File: src/rtl/button_conditioner.sv
// Push-button conditioner: two-flop synchronizer, four-state debounce FSM
// with a stability counter, and registered level / rise / fall strobes.
module button_conditioner #(
  parameter int CNT_MAX = 1000000
) (
  input  logic clk,
  input  logic rst,
  input  logic btn_raw,
  output logic level,
  output logic rise_pulse,
  output logic fall_pulse
);

  // Counter only ever needs to reach CNT_MAX-1.
  localparam int            CW       = (CNT_MAX > 1) ? $clog2(CNT_MAX) : 1;
  localparam logic [CW-1:0] CNT_LAST = CW'(CNT_MAX - 1);

  typedef enum logic [1:0] {
    STABLE_LO = 2'd0,
    WAIT_HI   = 2'd1,
    STABLE_HI = 2'd2,
    WAIT_LO   = 2'd3
  } state_t;

  logic          r_sync1;
  logic          r_sync2;
  state_t        r_state;
  state_t        w_state_nxt;
  logic [CW-1:0] r_cnt;
  logic [CW-1:0] w_cnt_nxt;
  logic          r_level;
  logic          w_level_nxt;
  logic          r_rise;
  logic          w_rise_nxt;
  logic          r_fall;
  logic          w_fall_nxt;

  // Two-flop synchronizer; only r_sync2 feeds the FSM.
  always_ff @(posedge clk) begin
    if (rst) begin
      r_sync1 <= 1'b0;
      r_sync2 <= 1'b0;
    end else begin
      r_sync1 <= btn_raw;
      r_sync2 <= r_sync1;
    end
  end

  // Next-state logic; strobes and level are computed here and registered
  // so nothing combinational reaches the outputs.
  always_comb begin
    w_state_nxt = r_state;
    w_cnt_nxt   = r_cnt;
    w_level_nxt = r_level;
    w_rise_nxt  = 1'b0;
    w_fall_nxt  = 1'b0;
    case (r_state)
      STABLE_LO: begin
        if (r_sync2) begin
          w_state_nxt = WAIT_HI;
          w_cnt_nxt   = '0;
        end
      end
      WAIT_HI: begin
        if (!r_sync2) begin
          // Bounce: drop back without any strobe.
          w_state_nxt = STABLE_LO;
          w_cnt_nxt   = '0;
        end else if (r_cnt == CNT_LAST) begin
          w_state_nxt = STABLE_HI;
          w_cnt_nxt   = '0;
          w_level_nxt = 1'b1;
          w_rise_nxt  = 1'b1;
        end else begin
          w_cnt_nxt = r_cnt + CW'(1);
        end
      end
      STABLE_HI: begin
        if (!r_sync2) begin
          w_state_nxt = WAIT_LO;
          w_cnt_nxt   = '0;
        end
      end
      WAIT_LO: begin
        if (r_sync2) begin
          w_state_nxt = STABLE_HI;
          w_cnt_nxt   = '0;
        end else if (r_cnt == CNT_LAST) begin
          w_state_nxt = STABLE_LO;
          w_cnt_nxt   = '0;
          w_level_nxt = 1'b0;
          w_fall_nxt  = 1'b1;
        end else begin
          w_cnt_nxt = r_cnt + CW'(1);
        end
      end
      default: begin
        w_state_nxt = STABLE_LO;
        w_cnt_nxt   = '0;
      end
    endcase
  end

  // State, counter and output registers; reset aborts any pending change.
  always_ff @(posedge clk) begin
    if (rst) begin
      r_state <= STABLE_LO;
      r_cnt   <= '0;
      r_level <= 1'b0;
      r_rise  <= 1'b0;
      r_fall  <= 1'b0;
    end else begin
      r_state <= w_state_nxt;
      r_cnt   <= w_cnt_nxt;
      r_level <= w_level_nxt;
      r_rise  <= w_rise_nxt;
      r_fall  <= w_fall_nxt;
    end
  end

  assign level      = r_level;
  assign rise_pulse = r_rise;
  assign fall_pulse = r_fall;

endmodule

File: config.mk
export PLATFORM = sky130hd
export DESIGN_NAME = button_conditioner
export DESIGN_NICKNAME = d
export VERILOG_FILES = /design/src/rtl/button_conditioner.sv
export SDC_FILE = /design/constraint.sdc
export NUM_CORES = 1
export LEC_CHECK = 0
export BUFFER_PORTS_ARGS = -buffer_cell sky130_fd_sc_hd__buf_2
export CORE_ASPECT_RATIO = 1.4
export CORE_UTILIZATION = 35
export DETAILED_ROUTE_END_ITERATION = 6
export GPL_ROUTABILITY_DRIVEN = 0
export GPL_TIMING_DRIVEN = 0
export PLACE_DENSITY = 0.47
export SETUP_SLACK_MARGIN = 0.05
export SLEW_MARGIN = 20
export SYNTH_ARGS = -nofsm -noshare
export SYNTH_HDL_FRONTEND = slang
export SYNTH_SLANG_ARGS = --single-unit
File: constraint.sdc
create_clock -name clk -period 5.12 [get_ports clk]
set_clock_uncertainty 0.05 [all_clocks]
set_input_delay 0.256 -clock clk [delete_from_list [all_inputs] [get_ports clk]]
set_output_delay 0.256 -clock clk [all_outputs]
set_load 0.02 [all_outputs]
== After elaboration in Yosys (flattened, before gate mapping) ==
Cells that the tools add are included.
Widths: inputs -> output; s select.

* Bits in registers: 27
* Bits of input ports: 3
* Logic and storage cells: 49
* Output and inout port bits: 3

* Bitwise logic cells: 3
* Multiplexer cells: 19
* Add/subtract/negate cells: 1
* Reduce and logical (&&, ||, !) cells: 7
* Equal/unequal tests: 12

{| class="wikitable"
|+ Operator list
! kind !! count
|-
| $mux 20 || 5
|-
| $pmux 20 s4 || 1
|-
| $add 20x1->20 const B || 1
|-
| $eq 20x20->1 const B || 1
|-
| $mux 2 || 6
|-
| $ne 2x2->1 const B || 6
|-
| $pmux 2 s4 || 1
|-
| $ne 3x3->1 const B || 2
|-
| $reduce_or 3->1 || 2
|-
| $mux 1 || 5
|-
| $reduce_and 5->1 || 1
|-
| $eq 2x2->1 const B || 2
|-
| $reduce_and 4->1 || 1
|-
| $not 1->1 || 3
|-
| $eq 2x1->1 const B || 1
|-
| $logic_not 2->1 || 1
|-
| $pmux 1 s2 || 1
|-
| $reduce_and 2->1 || 1
|-
| $reduce_bool 2->1 || 1
|}

== Depth between registers and ports, before layout ==
* Word-level depth: 4
* Gate-level depth with buffers: 8
* Mapped depth without buffers: 6

== Worst setup path after synthesis ==
No wires, ideal clock.

* Path kind: register -> register
* Start point: register r_cnt[10]
* End point: register r_cnt[18]
* Path buffers: 1
* Path slack: 3.162 ns
* Required time: 4.950 ns
* Arrival time: 1.788 ns
* Period minus slack after synthesis: 1.958 ns
* Setup time: 0.120 ns
* Stages on the path, launching flop included: 7
* Path through: dfxtp_1 or4_4 nor4_4 a211oi_2 buf_6 nor3b_1 a211o_1

* Longest elaborated chain between the ends: 4
* Elaborated cells on any way between the ends: 6
* Classes of those cells: 1 x add/sub; 1 x eq/ne; 4 x mux

{| class="wikitable"
|+ Ends and longest elaborated chain
! element !! RTL line !! source
|-
| from (decl) || 29 || <nowiki>logic [CW-1:0] r_cnt;</nowiki>
|-
| from (signal assigned) || 114 || <nowiki>r_cnt <= w_cnt_nxt;</nowiki>
|-
| $add 20x1->20 / $eq 20x20->1 (equally long branches) || -- ||
|-
| $mux 20 (*) || 69, 88 ||
|-
| $mux 20, on equally long branches || 85, 65 ||
|-
| $pmux 20 s4 (*) || 57 || <nowiki>case (r_state)</nowiki>
|}

Every way passes the cells marked *; elsewhere a longest branch is shown, timed or not.
A chain may end at the register's enable or synchronous reset.

== Worst setup path after layout ==
* Start point: register r_cnt[0]
* End point: register r_cnt[18]

Same word-level chain as after synthesis.

==> results.cfg <==
[outcome]
outcome = completed

[yosys]
synth.lib_cells_used.distinct = 40
post_synth_instance_area_um2 = 1350
async_flop_share_pct = 0
synth-seq-cells = 27
synthesis.nets = 166
syn-instance-count = 162
top_count_cell_post_synth = sky130_fd_sc_hd__dfxtp_1
avgSynthCellArea_um2 = 8.33
edff_count_synth = 0
netlist.area_leader.share_pct = 40.0
synthDominantAreaCellType = sky130_fd_sc_hd__dfxtp_1
synthFlopType = sky130_fd_sc_hd__dfxtp_1
synth_common_cells = sky130_fd_sc_hd__dfxtp_1, sky130_fd_sc_hd__a21oi_1, sky130_fd_sc_hd__nand2_1, sky130_fd_sc_hd__nor2_1, sky130_fd_sc_hd__nand3_1
post_synth_main_area_contributors = sky130_fd_sc_hd__dfxtp_1, sky130_fd_sc_hd__a21oi_1, sky130_fd_sc_hd__a31oi_1
synth_warnings = 0
proportion_of_synthesized_chip_area_in_sequential_cells_pct = 40.0

[timing]
setup_viol = 0
grt_setup_unrepaired = no
final_max_tran_viols = 0
worst-slew-pin-transition_ns = 0.908
setup_total_negative_slack_ns = 0
number_of_endpoints_with_negative_hold_slack_in_the_final_report = 0
final_min_period_over_clock_period_pct = 45.3
achievable-frequency_ghz = 0.431
hold_slack_ns = 0.135
period_needed_ns = 2.32
final.setup.worst_slack_ns = 2.80
max_slew_margin_pct = 39.0

[placed_design]
place_worst_setup_slack_ns = 2.89
dpl.hpwl_mm = 2.27
portBuffers = 5

[clock_tree]
clk_pin_slew_worst_paths_ns = 0.09
cts_buffer_depth = 2
cts_tree = built
cts.sinks = 27
cts_hold_buffers = 0
clockRootBuffer = sky130_fd_sc_hd__clkbuf_8
cts_inserted_buffers = 3
postCtsSetupBuffers = 0
postcts_resize_cnt = 0
cts_max_level = 1
insertion_delay_ns = 0.27

[route]
drtAntennaViolNets = 0
detail_route.iter0.violations = 26
via_count = 1177
routed_wirelength_mm = 3.05
routed_via_density = 5.53
dr.pass1.iters = 4
post_drt_wl_per_cell_um = 14.3
route.detailed.drc = 0

[cells_and_area]
post_route_cells_drive_above_1_share_pct = 11.7
fillerInstances = 397
antennaDiodeCount = 0
area_taken_by_flip_flops_and_latches_um2 = 541
flow.area_growth_from_synthesis_pct = 9.08
final_net_count = 176
multi_input_area_um2 = 741

[floorplanning]
fp.dieW_um = 54.5
floorplan.rows = 26
fp.coreArea_um2 = 3680
dieArea_um2 = 4110
boundaryPins = 6
initial_core_util_pct = 36.7
chipHeight_um = 75.5

[critical_path]
cpMaxStageDelayCell = sky130_fd_sc_hd__nor4_1
crit_path_cell_trace = ha_1 -> nand3_1 -> nor4_1 -> nand2_1 -> and3_1 -> a211o_1
worst-endpoint-required_ns = 5.24
timing.setup.critical_path_class = reg -> reg
path_buf_inv = 0
cpLargestDelayFamily = simple AND/OR/NAND/NOR gates
critPathArrivalTime_ns = 2.44
crit_path_end_kind = register
startpoint_type = register
worstPathMaxFanout = 6
cp_slowest_stage_delay_ns = 0.71

[pwr]
vdd_ir_drop_max_mv = 0.156
static-leakage-power_nw = 0.482
p_per_area_nw_per_um2 = 237

[grt]
initial_antenna_violation_count = 0
grt-busiest-layer = met2
grt_max_degree = 15
gr-usage-met2_pct = 29.8
grt_util_met3_pct = 2.99
global_route.usage.met1_pct = 19.7
global_route.overflow_total = 0
wire_length_of_the_first_global_routing_pass_mm = 4.99
grt.total_usage_pct = 17.1
via_count_of_the_first_global_routing_pass = 1075

[worst_hold_path]
min_path_type = in -> reg

[flow_run]
max-cap-violations = 0
==> area by class of cell <==
type | instances | area share, %
Tap cell | 42 | 3.57
Multi-Input combinational cell | 122 | 50.3
Sequential cell | 27 | 36.7
Inverter | 7 | 1.78
Clock buffer | 4 | 3.06
Buffer | 6 | 2.89
Timing Repair Buffer | 5 | 1.70
==> sequential cells by signal, summed over array words and instances, names as in the netlist, named ones only <==
signal,cells
rise_pulse,1
r_sync2,1
r_cnt,20
fall_pulse,1
r_sync1,1
level,1
r_state,1
==> where the power goes <==
group          switching (mW)  leakage, nW  total (mW)  internal (mW)
registers             0.00147        0.218       0.213          0.212
logic                 0.00927        0.241      0.0139        0.00460
clock network          0.0659       0.0228       0.122         0.0558
==> layer usage <==
metal / part of all wire (%) / vias to the layer above / wire length, um
met5: 0 / - / 0
met4: 2.4 / 0 / 72
met3: 2.4 / 7 / 74
met2: 52 / 16 / 1600
met1: 43 / 547 / 1300
li1: - / 607 / -
==> final timing paths <==
path / slack (ns) / end / start / cells past startpoint
min reg2reg: 0.41 / r_sync2$_SDFF_PP0_ / r_sync1$_SDFF_PP0_ / 1
max reg2reg: 2.80 / r_cnt[18]$_SDFFE_PP0P_ / r_cnt[0]$_SDFFE_PP0P_ / 6
max: 2.80 / r_cnt[18]$_SDFFE_PP0P_ / r_cnt[0]$_SDFFE_PP0P_ / 6
min: 0.14 / r_sync1$_SDFF_PP0_ / btn_raw / 2
==> stage by stage <==
step                      area (um2)  total power [mW]  cells  utilization [%]
final                           1470             0.349    213             40.1
after global routing            1470             0.365    213             40.1
after CTS                       1470             0.355    213             40.1
after detailed placement        1430             0.232    209             38.8
after global placement          1430             0.232    209             38.8
after floorplan                 1350             0.227    162                -
==> cells in the final DEF, fill, tap and decap left out, types with 2 or more instances in the layout <==
| cell | Yosys | layout |
|---|---|---|
| sky130_fd_sc_hd__and4_1 | 2 | 2 |
| sky130_fd_sc_hd__inv_1 | 7 | 7 |
| sky130_fd_sc_hd__xor2_1 | 2 | 2 |
| sky130_fd_sc_hd__nand4_1 | 4 | 4 |
| sky130_fd_sc_hd__nor2b_1 | 3 | 3 |
| sky130_fd_sc_hd__nor2_1 | 13 | 13 |
| sky130_fd_sc_hd__a21oi_1 | 18 | 18 |
| sky130_fd_sc_hd__dfxtp_1 | 27 | 27 |
| sky130_fd_sc_hd__a31oi_1 | 9 | 9 |
| sky130_fd_sc_hd__buf_6 | 2 | 2 |
| sky130_fd_sc_hd__o2bb2ai_1 | 2 | 2 |
| sky130_fd_sc_hd__and3_1 | 2 | 2 |
| sky130_fd_sc_hd__clkbuf_1 | 1 | 2 |
| sky130_fd_sc_hd__nand2b_1 | 7 | 7 |
| sky130_fd_sc_hd__nor4_1 | 3 | 3 |
| sky130_fd_sc_hd__nor3_1 | 7 | 7 |
| sky130_fd_sc_hd__o21ai_0 | 4 | 4 |
| sky130_fd_sc_hd__nand3_1 | 10 | 10 |
| sky130_fd_sc_hd__or2_2 | 3 | 3 |
| sky130_fd_sc_hd__buf_2 | 1 | 6 |
| sky130_fd_sc_hd__clkbuf_8 | 0 | 3 |
| sky130_fd_sc_hd__mux2i_1 | 4 | 4 |
| sky130_fd_sc_hd__nand2_1 | 13 | 13 |
==> cell families after synthesis <==
logic type,after synthesis,synth area share [%]
AO/OA/AOI/OAI,37,16.1
multiplexers,4,2.97
flip-flops,27,40.0
AND/OR/NAND/NOR,78,33.6
XOR/XNOR,2,1.30
adder cells (fa/ha/maj),1,0.927
buffers and inverters,13,5.10
Note: power is estimated with default switching activity, not from simulation.
